<file path="src/rtl/simframe_scheduler.sv">
// simframe_scheduler: emits frames of FRAME_BEATS data beats plus one
// metadata beat onto a 512-bit AXI-Stream, paced by a token-bucket limiter
// that gains BYTES_PER_USEC of credit once per microsecond.
module simframe_scheduler #(
   parameter int CLOCK_MHZ  = 250,
   parameter int DATA_BYTES = 64,
   parameter int BUCKET_MAX = 4096
) (
   input  logic         clk,
   input  logic         resetn,
   input  logic         START,
   input  logic         STOP,
   input  logic [31:0]  FRAME_COUNT,
   input  logic [31:0]  FRAME_BEATS,
   input  logic [31:0]  BYTES_PER_USEC,
   input  logic [511:0] METADATA,
   output logic [511:0] AXIS_OUT_TDATA,
   output logic         AXIS_OUT_TVALID,
   output logic         AXIS_OUT_TLAST,
   input  logic         AXIS_OUT_TREADY,
   output logic         BUSY,
   output logic [31:0]  FRAMES_SENT
);

   typedef enum logic [1:0] {IDLE, DATA, META} state_t;

   state_t         state;
   logic [31:0]    count_lat;
   logic [31:0]    beats_lat;
   logic [511:0]   meta_lat;
   logic [31:0]    beat_idx;
   logic [15:0]    frame_idx;
   logic [31:0]    frames_sent;
   logic           stop_pending;
   logic [31:0]    credit;
   logic [31:0]    tick_cnt;
   logic [511:0]   tdata;
   logic           tvalid;
   logic           tlast;

   logic           hs;
   logic           tick;
   logic [31:0]    credit_nxt;
   logic           allow;
   logic           last_beat;
   logic           run_done;

   // Add a refill to the bucket, clamping at the ceiling; the 33-bit sum
   // cannot wrap even for a huge BYTES_PER_USEC.
   function automatic logic [31:0] sat_refill(input logic [31:0] c, input logic [31:0] inc);
      logic [32:0] s;
      s = {1'b0, c} + {1'b0, inc};
      if (s > 33'(BUCKET_MAX)) return 32'(BUCKET_MAX);
      return s[31:0];
   endfunction

   // Remove one beat's worth of bytes, never going below zero.
   function automatic logic [31:0] floor_consume(input logic [31:0] c);
      if (c >= 32'(DATA_BYTES)) return c - 32'(DATA_BYTES);
      return 32'd0;
   endfunction

   // Data-beat payload: every 32-bit lane carries {frame, beat}.
   function automatic logic [511:0] lane_fill(input logic [15:0] f, input logic [15:0] b);
      return {16{f, b}};
   endfunction

   // Next-cycle credit and the beat-presentation permission derived from it.
   always_comb begin
      hs         = tvalid && AXIS_OUT_TREADY;
      tick       = (tick_cnt == 32'(CLOCK_MHZ - 1));
      credit_nxt = tick ? sat_refill(credit, BYTES_PER_USEC) : credit;
      if (hs && (BYTES_PER_USEC != 32'd0))
         credit_nxt = floor_consume(credit_nxt);
      allow      = (BYTES_PER_USEC == 32'd0) || (credit_nxt >= 32'(DATA_BYTES));
      last_beat  = (beat_idx == beats_lat - 32'd1);
      run_done   = stop_pending || ((count_lat != 32'd0) && (frames_sent + 32'd1 == count_lat));
   end

   // Frame sequencer, rate limiter and registered stream outputs.
   always_ff @(posedge clk or negedge resetn) begin
      if (!resetn) begin
         state        <= IDLE;
         count_lat    <= '0;
         beats_lat    <= 32'd1;
         meta_lat     <= '0;
         beat_idx     <= '0;
         frame_idx    <= '0;
         frames_sent  <= '0;
         stop_pending <= 1'b0;
         credit       <= '0;
         tick_cnt     <= '0;
         tdata        <= '0;
         tvalid       <= 1'b0;
         tlast        <= 1'b0;
      end else begin
         case (state)
            IDLE: begin
               credit   <= '0;
               tick_cnt <= '0;
               tvalid   <= 1'b0;
               if (START && !STOP) begin
                  count_lat    <= FRAME_COUNT;
                  beats_lat    <= (FRAME_BEATS == 32'd0) ? 32'd1 : FRAME_BEATS;
                  meta_lat     <= METADATA;
                  frames_sent  <= '0;
                  beat_idx     <= '0;
                  frame_idx    <= '0;
                  stop_pending <= 1'b0;
                  state        <= DATA;
               end
            end

            DATA: begin
               tick_cnt <= tick ? 32'd0 : tick_cnt + 32'd1;
               credit   <= credit_nxt;
               if (STOP) stop_pending <= 1'b1;
               if (hs) begin
                  beat_idx <= beat_idx + 32'd1;
                  tvalid   <= allow;
                  if (last_beat) begin
                     state <= META;
                     if (allow) begin
                        tdata <= meta_lat;
                        tlast <= 1'b1;
                     end
                  end else if (allow) begin
                     tdata <= lane_fill(frame_idx, beat_idx[15:0] + 16'd1);
                     tlast <= 1'b0;
                  end
               end else if (!tvalid && allow) begin
                  tvalid <= 1'b1;
                  tdata  <= lane_fill(frame_idx, beat_idx[15:0]);
                  tlast  <= 1'b0;
               end
            end

            META: begin
               tick_cnt <= tick ? 32'd0 : tick_cnt + 32'd1;
               credit   <= credit_nxt;
               if (STOP) stop_pending <= 1'b1;
               if (hs) begin
                  frames_sent <= frames_sent + 32'd1;
                  frame_idx   <= frame_idx + 16'd1;
                  beat_idx    <= '0;
                  if (run_done) begin
                     state    <= IDLE;
                     tvalid   <= 1'b0;
                     tdata    <= '0;
                     tlast    <= 1'b0;
                     credit   <= '0;
                     tick_cnt <= '0;
                  end else begin
                     meta_lat <= METADATA;
                     state    <= DATA;
                     tvalid   <= allow;
                     if (allow) begin
                        tdata <= lane_fill(frame_idx + 16'd1, 16'd0);
                        tlast <= 1'b0;
                     end
                  end
               end else if (!tvalid && allow) begin
                  tvalid <= 1'b1;
                  tdata  <= meta_lat;
                  tlast  <= 1'b1;
               end
            end

            default: state <= IDLE;
         endcase
      end
   end

   assign AXIS_OUT_TDATA  = tdata;
   assign AXIS_OUT_TVALID = tvalid;
   assign AXIS_OUT_TLAST  = tlast;
   assign BUSY            = (state != IDLE);
   assign FRAMES_SENT     = frames_sent;

endmodule

</file>
<file path="config.mk">
export PLATFORM = sky130hd
export DESIGN_NAME = simframe_scheduler
export DESIGN_NICKNAME = d
export VERILOG_FILES = /design/src/rtl/simframe_scheduler.sv
export SDC_FILE = /design/constraint.sdc
export NUM_CORES = 2
export LEC_CHECK = 0
export CAP_MARGIN = 25
export CORE_AREA = 2 2 456 458
export CTS_BUF_LIST = sky130_fd_sc_hd__clkbuf_4 sky130_fd_sc_hd__clkbuf_8 sky130_fd_sc_hd__clkbuf_16
export DETAILED_ROUTE_END_ITERATION = 8
export DIE_AREA = 0 0 458 460
export DONT_BUFFER_PORTS = 1
export PLACE_DENSITY = 0.42
export SYNTH_ARGS = -nofsm -noshare
export SYNTH_HDL_FRONTEND = slang
export SYNTH_SLANG_ARGS = --single-unit
</file>
<file path="constraint.sdc">
create_clock -name clk -period 13.68 [get_ports clk]
set_input_delay 2.736 -clock clk [delete_from_list [all_inputs] [get_ports clk]]
set_output_delay 2.736 -clock clk [all_outputs]
set_load 0.03 [all_outputs]
</file>
### Word level (Yosys, flattened, before mapping)

Index checks and enable logic that the tools add are counted.

| cells by class | value |
|---|---|
| add/subtract/negate cells | 8 |
| order comparisons | 3 |
| equality and inequality tests | 16 |
| multiplexer cells | 63 |
| reduce and logical (&&, ||, !) cells | 28 |

Operators with widths:

| kind | count |
|---|---|
| 2-to-1 mux 512 bit | 12 |
| case mux 512 bit (2 select lines) | 2 |
| 2-to-1 mux 32 bit | 16 |
| case mux 32 bit (3 select lines) | 3 |
| adder 32 x 1 -> 32 bit, second input constant | 3 |
| equality test 32 bit | 2 |
| greater-or-equal comparator 32 x 7 -> 1 bit, second input constant | 2 |
| zero test 32 bit | 2 |
| case mux 32 bit (2 select lines) | 1 |
| nonzero test 32 bit | 2 |
| adder 32 x 32 -> 33 bit | 1 |
| greater-than comparator 33 x 13 -> 1 bit, second input constant | 1 |
| adder 16 x 1 -> 16 bit, second input constant | 2 |
| equality test 32 x 8 -> 1 bit, second input constant | 1 |
| 2-to-1 mux 16 bit | 2 |
| case mux 16 bit (2 select lines) | 1 |
| subtractor 32 x 1 -> 32 bit, second input constant | 1 |
| subtractor 32 x 7 -> 32 bit, second input constant | 1 |
| 2-to-1 mux 1 bit | 18 |
| AND reduction 4 bit | 4 |
| inequality test 2 bit, second input constant | 5 |
| inequality test 3 bit, second input constant | 3 |
| 2-to-1 mux 2 bit | 4 |
| inequality test 4 bit, second input constant | 2 |
| other kinds (16) | 27 |

| storage, ports and cells | value |
|---|---|
| logic and storage cells | 131 |
| bits in registers | 1237 |
| input port bits | 613 |
| output and inout bits | 547 |

### Longest topological paths before layout

| logic depth | value |
|---|---|
| depth after elaboration | 16 |
| depth in mapped cells | 28 |
| depth with buffers taken out | 24 |

### Worst setup path before layout

OpenSTA, ideal clock, no wires.

| timing path | value |
|---|---|
| kind | input to register |
| start | input BYTES_PER_USEC[0] |
| end | register tdata[100], in the netlist AXIS_OUT_TDATA[100] |
| slack | 4.905 ns |
| data arrival time | 8.650 ns |
| setup time | 0.125 ns |
| data required time | 13.555 ns |
| stages on the path | 27 |
| path through | ha_1 > fa_1 > a21o_1 > a221o_1 > and4b_1 > or3_4 > nor3_4 > a31oi_1 > or4_4 > nor3_1 > nand2_1 > nand2_1 > inv_1 > ha_1 > nand2_1 > a21oi_1 > o31a_1 > a31oi_1 > o211ai_1 > nor4b_1 > nand4b_1 > o41ai_2 > a221o_2 > buf_6 > buf_12 > buf_12 > mux2_4 |

| on the way | value |
|---|---|
| word-level cells in the longest chain between the ends | 15 |
| elaborated cells on any way between the ends | 23 |
| classes of those cells | add/sub: 2; order compare: 3; eq/ne: 4; mux: 8; reduce/logical: 6 |

Ends and longest elaborated chain:

| what | line | RTL |
|---|---|---|
| start, declared | 15 | `input logic [31:0] BYTES_PER_USEC,` |
| adder 32 x 32 -> 33 bit | 52 | `s = {1'b0, c} + {1'b0, inc};` |
| greater-than comparator 33 x 13 -> 1 bit | 53 | `if (s > 33'(BUCKET_MAX)) return 32'(BUCKET_MAX);` |
| 2-to-1 mux 1 bit | 53 |  |
| 2-to-1 mux 32 bit | 54 | `return s[31:0];` |
| 2-to-1 mux 32 bit | 72 | `credit_nxt = tick ? sat_refill(credit, BYTES_PER_USEC) : credit;` |
| greater-or-equal comparator 32 x 7 -> 1 bit | 59 | `if (c >= 32'(DATA_BYTES)) return c - 32'(DATA_BYTES);` |
| 2-to-1 mux 1 bit | 59 |  |
| 2-to-1 mux 1 bit | 73 | `if (hs && (BYTES_PER_USEC != 32'd0))` |
| 2-to-1 mux 32 bit | 60 | `return 32'd0;` |
| 2-to-1 mux 32 bit | 73 |  |
| greater-or-equal comparator 32 x 7 -> 1 bit | 75 | `allow = (BYTES_PER_USEC == 32'd0) \|\| (credit_nxt >= 32'(DATA_BYTES));` |
| logical OR 1 bit (*) | 75 |  |
| logical AND 1 bit | 131, 162 |  |
| inequality test 3 bit (no line) | - |  |
| AND reduction 5 bit (no line) (*) | - |  |
| end signal, assigned | 128 | `tdata <= lane_fill(frame_idx, beat_idx[15:0] + 16'd1);` |
| end signal, assigned | 133 | `tdata <= lane_fill(frame_idx, beat_idx[15:0]);` |
| end signal, assigned | 164 | `tdata <= meta_lat;` |
| end, declared | 37 | `logic [511:0] tdata;` |

Mark *: on every way between the ends. The rest lies on a longest branch, timed or not. The select of a mux whose other input is x is not followed.
A chain may end at the register's enable or synchronous reset.

### Final worst setup path

| timing path | value |
|---|---|
| start | input BYTES_PER_USEC[0] |
| end | register tdata[500], in the netlist AXIS_OUT_TDATA[500] |

Same word-level chain as after synthesis.

==> impl_metrics.env <==
export IMPL_status="completed"
export IMPL_viasPerCell=5.36
export IMPL_die_h_um=460
export IMPL_relSlewSlack_pct=15.8
export IMPL_rows=167
export IMPL_r2r_slack_ps=4780
export IMPL_start_util_pct=30.9
export IMPL_place_congestion=0.877
export IMPL_finalHoldViolations=0
export IMPL_routed_wl_um=255000
export IMPL_finClkSkew_ps=62.6
export IMPL_synth_top_area_share_pct=48.6
export IMPL_required_ps=14320
export IMPL_ant_nets=0
export IMPL_ys_warn_count=0
export IMPL_drive_gt1_share_pct=22.6
export IMPL_clkPwrFrac_pct=34.4
export IMPL_critPathKind="in -> reg"
export IMPL_grt_max_degree=246
export IMPL_slowest_delay_ps=950
export IMPL_antenna_found_initial=146
export IMPL_syn_area_um2=63700
export IMPL_reg2reg_from="credit[18]"
export IMPL_postSynthAreaPerCell_um2=10.6
export IMPL_min_to="meta_lat[319]"
export IMPL_clockRootBuffer="clkbuf_16"
export IMPL_dr_total_vias=46800
export IMPL_r2r_end="AXIS_OUT_TDATA[500]"
export IMPL_postCtsSetupBuffers=0
export IMPL_setup_viol=0
export IMPL_synth_top_area_cell="dfrtp_1"
export IMPL_dr_pass1_iters=5
export IMPL_share_comb_of_total_power_pct=22.2
export IMPL_h_tree_depth=4
export IMPL_cp_arrival_ps=10880
export IMPL_dpl_hpwl_um=177000
export IMPL_rsz0062_at_grt="false"
export IMPL_p_per_area_nw_per_um2=178
export IMPL_syn_instance_count=6033
export IMPL_cp_slowest_cell="a221o_4"
export IMPL_hold_depth=1
export IMPL_p_seq_share_pct=43.4
export IMPL_grt_usage_pct=23.3
export IMPL_maxCapViolCount=0
export IMPL_path_buf_inv=2
export IMPL_period_minus_slack_ps=10230
export IMPL_ys_ff_latch=1237
export IMPL_dieArea_um2=211000
export IMPL_cts_clk_slew_worst_paths_ps=60
export IMPL_slew_violations=0
export IMPL_clock_sinks=1237
export IMPL_ir_drop_uv=123
export IMPL_startpoint_type="primary input"
export IMPL_die_w_um=458
export IMPL_critPathTopFamily="compound AO/OA/AOI/OAI gates"
export IMPL_layout_nets=6506
export IMPL_end_kind="flip-flop"
export IMPL_drc=0
export IMPL_drt_iter0_markers=3592
export IMPL_grt_pass1_vias=45700
export IMPL_port_buffers=0
export IMPL_clockBufferDepth=3
export IMPL_ys_top_cells_by_area="dfrtp_1 (49%), mux2_2 (11%), mux2_4 (6.8%), a21oi_1 (6.1%), nand2_1 (3.9%)"
export IMPL_synth_edf_count=0
export IMPL_fin_hold_ws_ps=507
export IMPL_finalSetupTns_ps=0
export IMPL_core_um2=206000
export IMPL_synthFlopType="dfrtp_1"
export IMPL_tightest_slew_ps=1260
export IMPL_clock_fmax_mhz=97.7
export IMPL_switching_share_pct=32.1
export IMPL_area_growth_pct=12.4
export IMPL_grt_ovfl_total=0
export IMPL_wl_per_cell_um=29.2
export IMPL_synth_seq_area_share_pct=48.6
export IMPL_hold_class="reg -> reg"
export IMPL_crit_fanout=90
export IMPL_cp_common_cell="nand2_1"
export IMPL_synth_nets=6691
export IMPL_pin_count=1160
export IMPL_reg2regPathDepth=22
export IMPL_grt_pass1_wl_um=358000
export IMPL_holdBufCountCts=0
export IMPL_cts_buffers=152
export IMPL_switchingPower_mw=4.09
export IMPL_tritoncts="built"
export IMPL_post_route_period_util_pct=74.8
export IMPL_power_leakage_nw=32.5
export IMPL_cts_resized=0
export IMPL_p_int_mw=8.65
export IMPL_async_reset_ff_share_pct=100
export IMPL_clk_latency_ps=820
export IMPL_holdCritStartpoint="meta_lat[319]"
export IMPL_ys_types=91
[layout by cell type, fill, tap and decap left out, types with 28 or more instances in the layout]
cell type	netlist	routed
mux2i_1	218	218
buf_4	3	83
inv_1	241	239
mux2_2	612	612
nor4_1	54	52
nand2_1	656	647
nor2_1	182	178
nand3_1	214	214
nand4_1	33	33
mux2_4	288	288
clkbuf_16	0	153
dfrtp_1	1236	1235
and3_1	58	58
xor2_1	58	58
ha_1	44	42
clkbuf_8	0	32
a211oi_1	44	43
xnor2_1	72	72
o21ai_0	345	344
a21oi_1	782	781
a22o_1	39	39
clkbuf_4	0	33
nand2b_1	28	28
diode_2	0	52
nor3_1	75	74
[power by group through the flow]
stage / clock network, mW / logic (mW) / registers (mW)
6_report: 4.38 / 2.83 / 5.53
5_1_grt: 4.63 / 3.08 / 5.66
4_1_cts: 4.50 / 2.86 / 5.53
3_5_place_dp: 0 / 2.85 / 5.59
3_3_place_gp: 0 / 2.79 / 5.56
2_1_floorplan: 0 / 2.41 / 5.22
[per-stage QoR]
stage	cells	util (%)	area [um2]	setup WS, ps	total power, mW
finish	8726	34.7	71600	3450	12.7
floorplan	6033	-	63700	4910	7.63
global placement	8391	32.0	65800	2650	8.35
CTS	8672	34.7	71400	3560	12.9
global route	8703	34.7	71500	2960	13.4
detailed placement	8396	32.0	66000	2690	8.44
[cell families (layout without fill, tap and decap cells)]
| logic type | after synthesis | count (layout) | synth area share (%) |
|---|---|---|---|
| AND/OR/NAND/NOR | 1438 | 1438 | 10.5 |
| AO/OA/AOI/OAI | 1382 | 1382 | 12.1 |
| flip-flops | 1237 | 1237 | 48.6 |
| multiplexers | 1118 | 1118 | 21.0 |
| buffers and inverters | 683 | 620 | 5.14 |
| XOR/XNOR | 130 | 130 | 1.79 |
| adder cells (fa/ha/maj) | 45 | 45 | 0.896 |
| other | 0 | 52 | 0 |
[cell usage after synthesis, drive strengths merged (11+ instances only)]
library cell and count:
a211oi 45, a21oi 783, a22o 39, a31oi 13, and2 24, and3 58, buf 98, clkbuf 344
dfrtp 1236, ha 44, inv 241, mux2 900, mux2i 218, nand2 656, nand2b 28, nand3 214
nand4 33, nor2 182, nor2b 15, nor3 77, nor4 55, o211ai 16, o21ai 352, o22ai 11
o31ai 24, or2 12, or3 26, or4 13, xnor2 72, xor2 58
[layout make-up]
cell class / instances / area, um2
clock inverters: 58 / 908
well taps: 2704 / 3380
inverters: 241 / 907
fillers: 20500 / 134000
multi-input cells: 4113 / 29700
repair buffers: 103 / 1090
diodes: 52 / 130
flip-flops and latches: 1237 / 31000
clock buffers: 218 / 4520
[registers in the layout, summed over array words and instances (netlist names)]
register,cells
beat_idx,32
stop_pending,1
frame_idx,16
AXIS_OUT_TDATA,512
state,2
AXIS_OUT_TLAST,1
tick_cnt,32
meta_lat,512
AXIS_OUT_TVALID,1
FRAMES_SENT,32
credit,32
count_lat,32
beats_lat,32
[worst max-delay path by stage]
| stage | start | to | depth (start not counted) |
|---|---|---|---|
| 5_1_grt | BYTES_PER_USEC[0] | AXIS_OUT_TDATA[500] | 25 |
| 6_report | BYTES_PER_USEC[0] | AXIS_OUT_TDATA[500] | 25 |
| 4_1_cts | BYTES_PER_USEC[0] | AXIS_OUT_TDATA[315] | 25 |
| 2_1_floorplan | BYTES_PER_USEC[0] | AXIS_OUT_TDATA[100] | 27 |
| 3_3_place_gp | BYTES_PER_USEC[0] | AXIS_OUT_TDATA[316] | 25 |
| 3_5_place_dp | BYTES_PER_USEC[0] | AXIS_OUT_TDATA[305] | 25 |
[per-layer routing]
metal	global-route usage [%]	wire length [um]	vias up	share of wire (%)
li1	-	-	21000	-
met2	39.6	126000	1578	50
met4	7.71	7610	118	3.0
met5	0	802	-	0.31
met3	7.64	20000	472	7.9
met1	27.7	100000	23600	39
No activity file was read; power rests on OpenSTA's default activity.
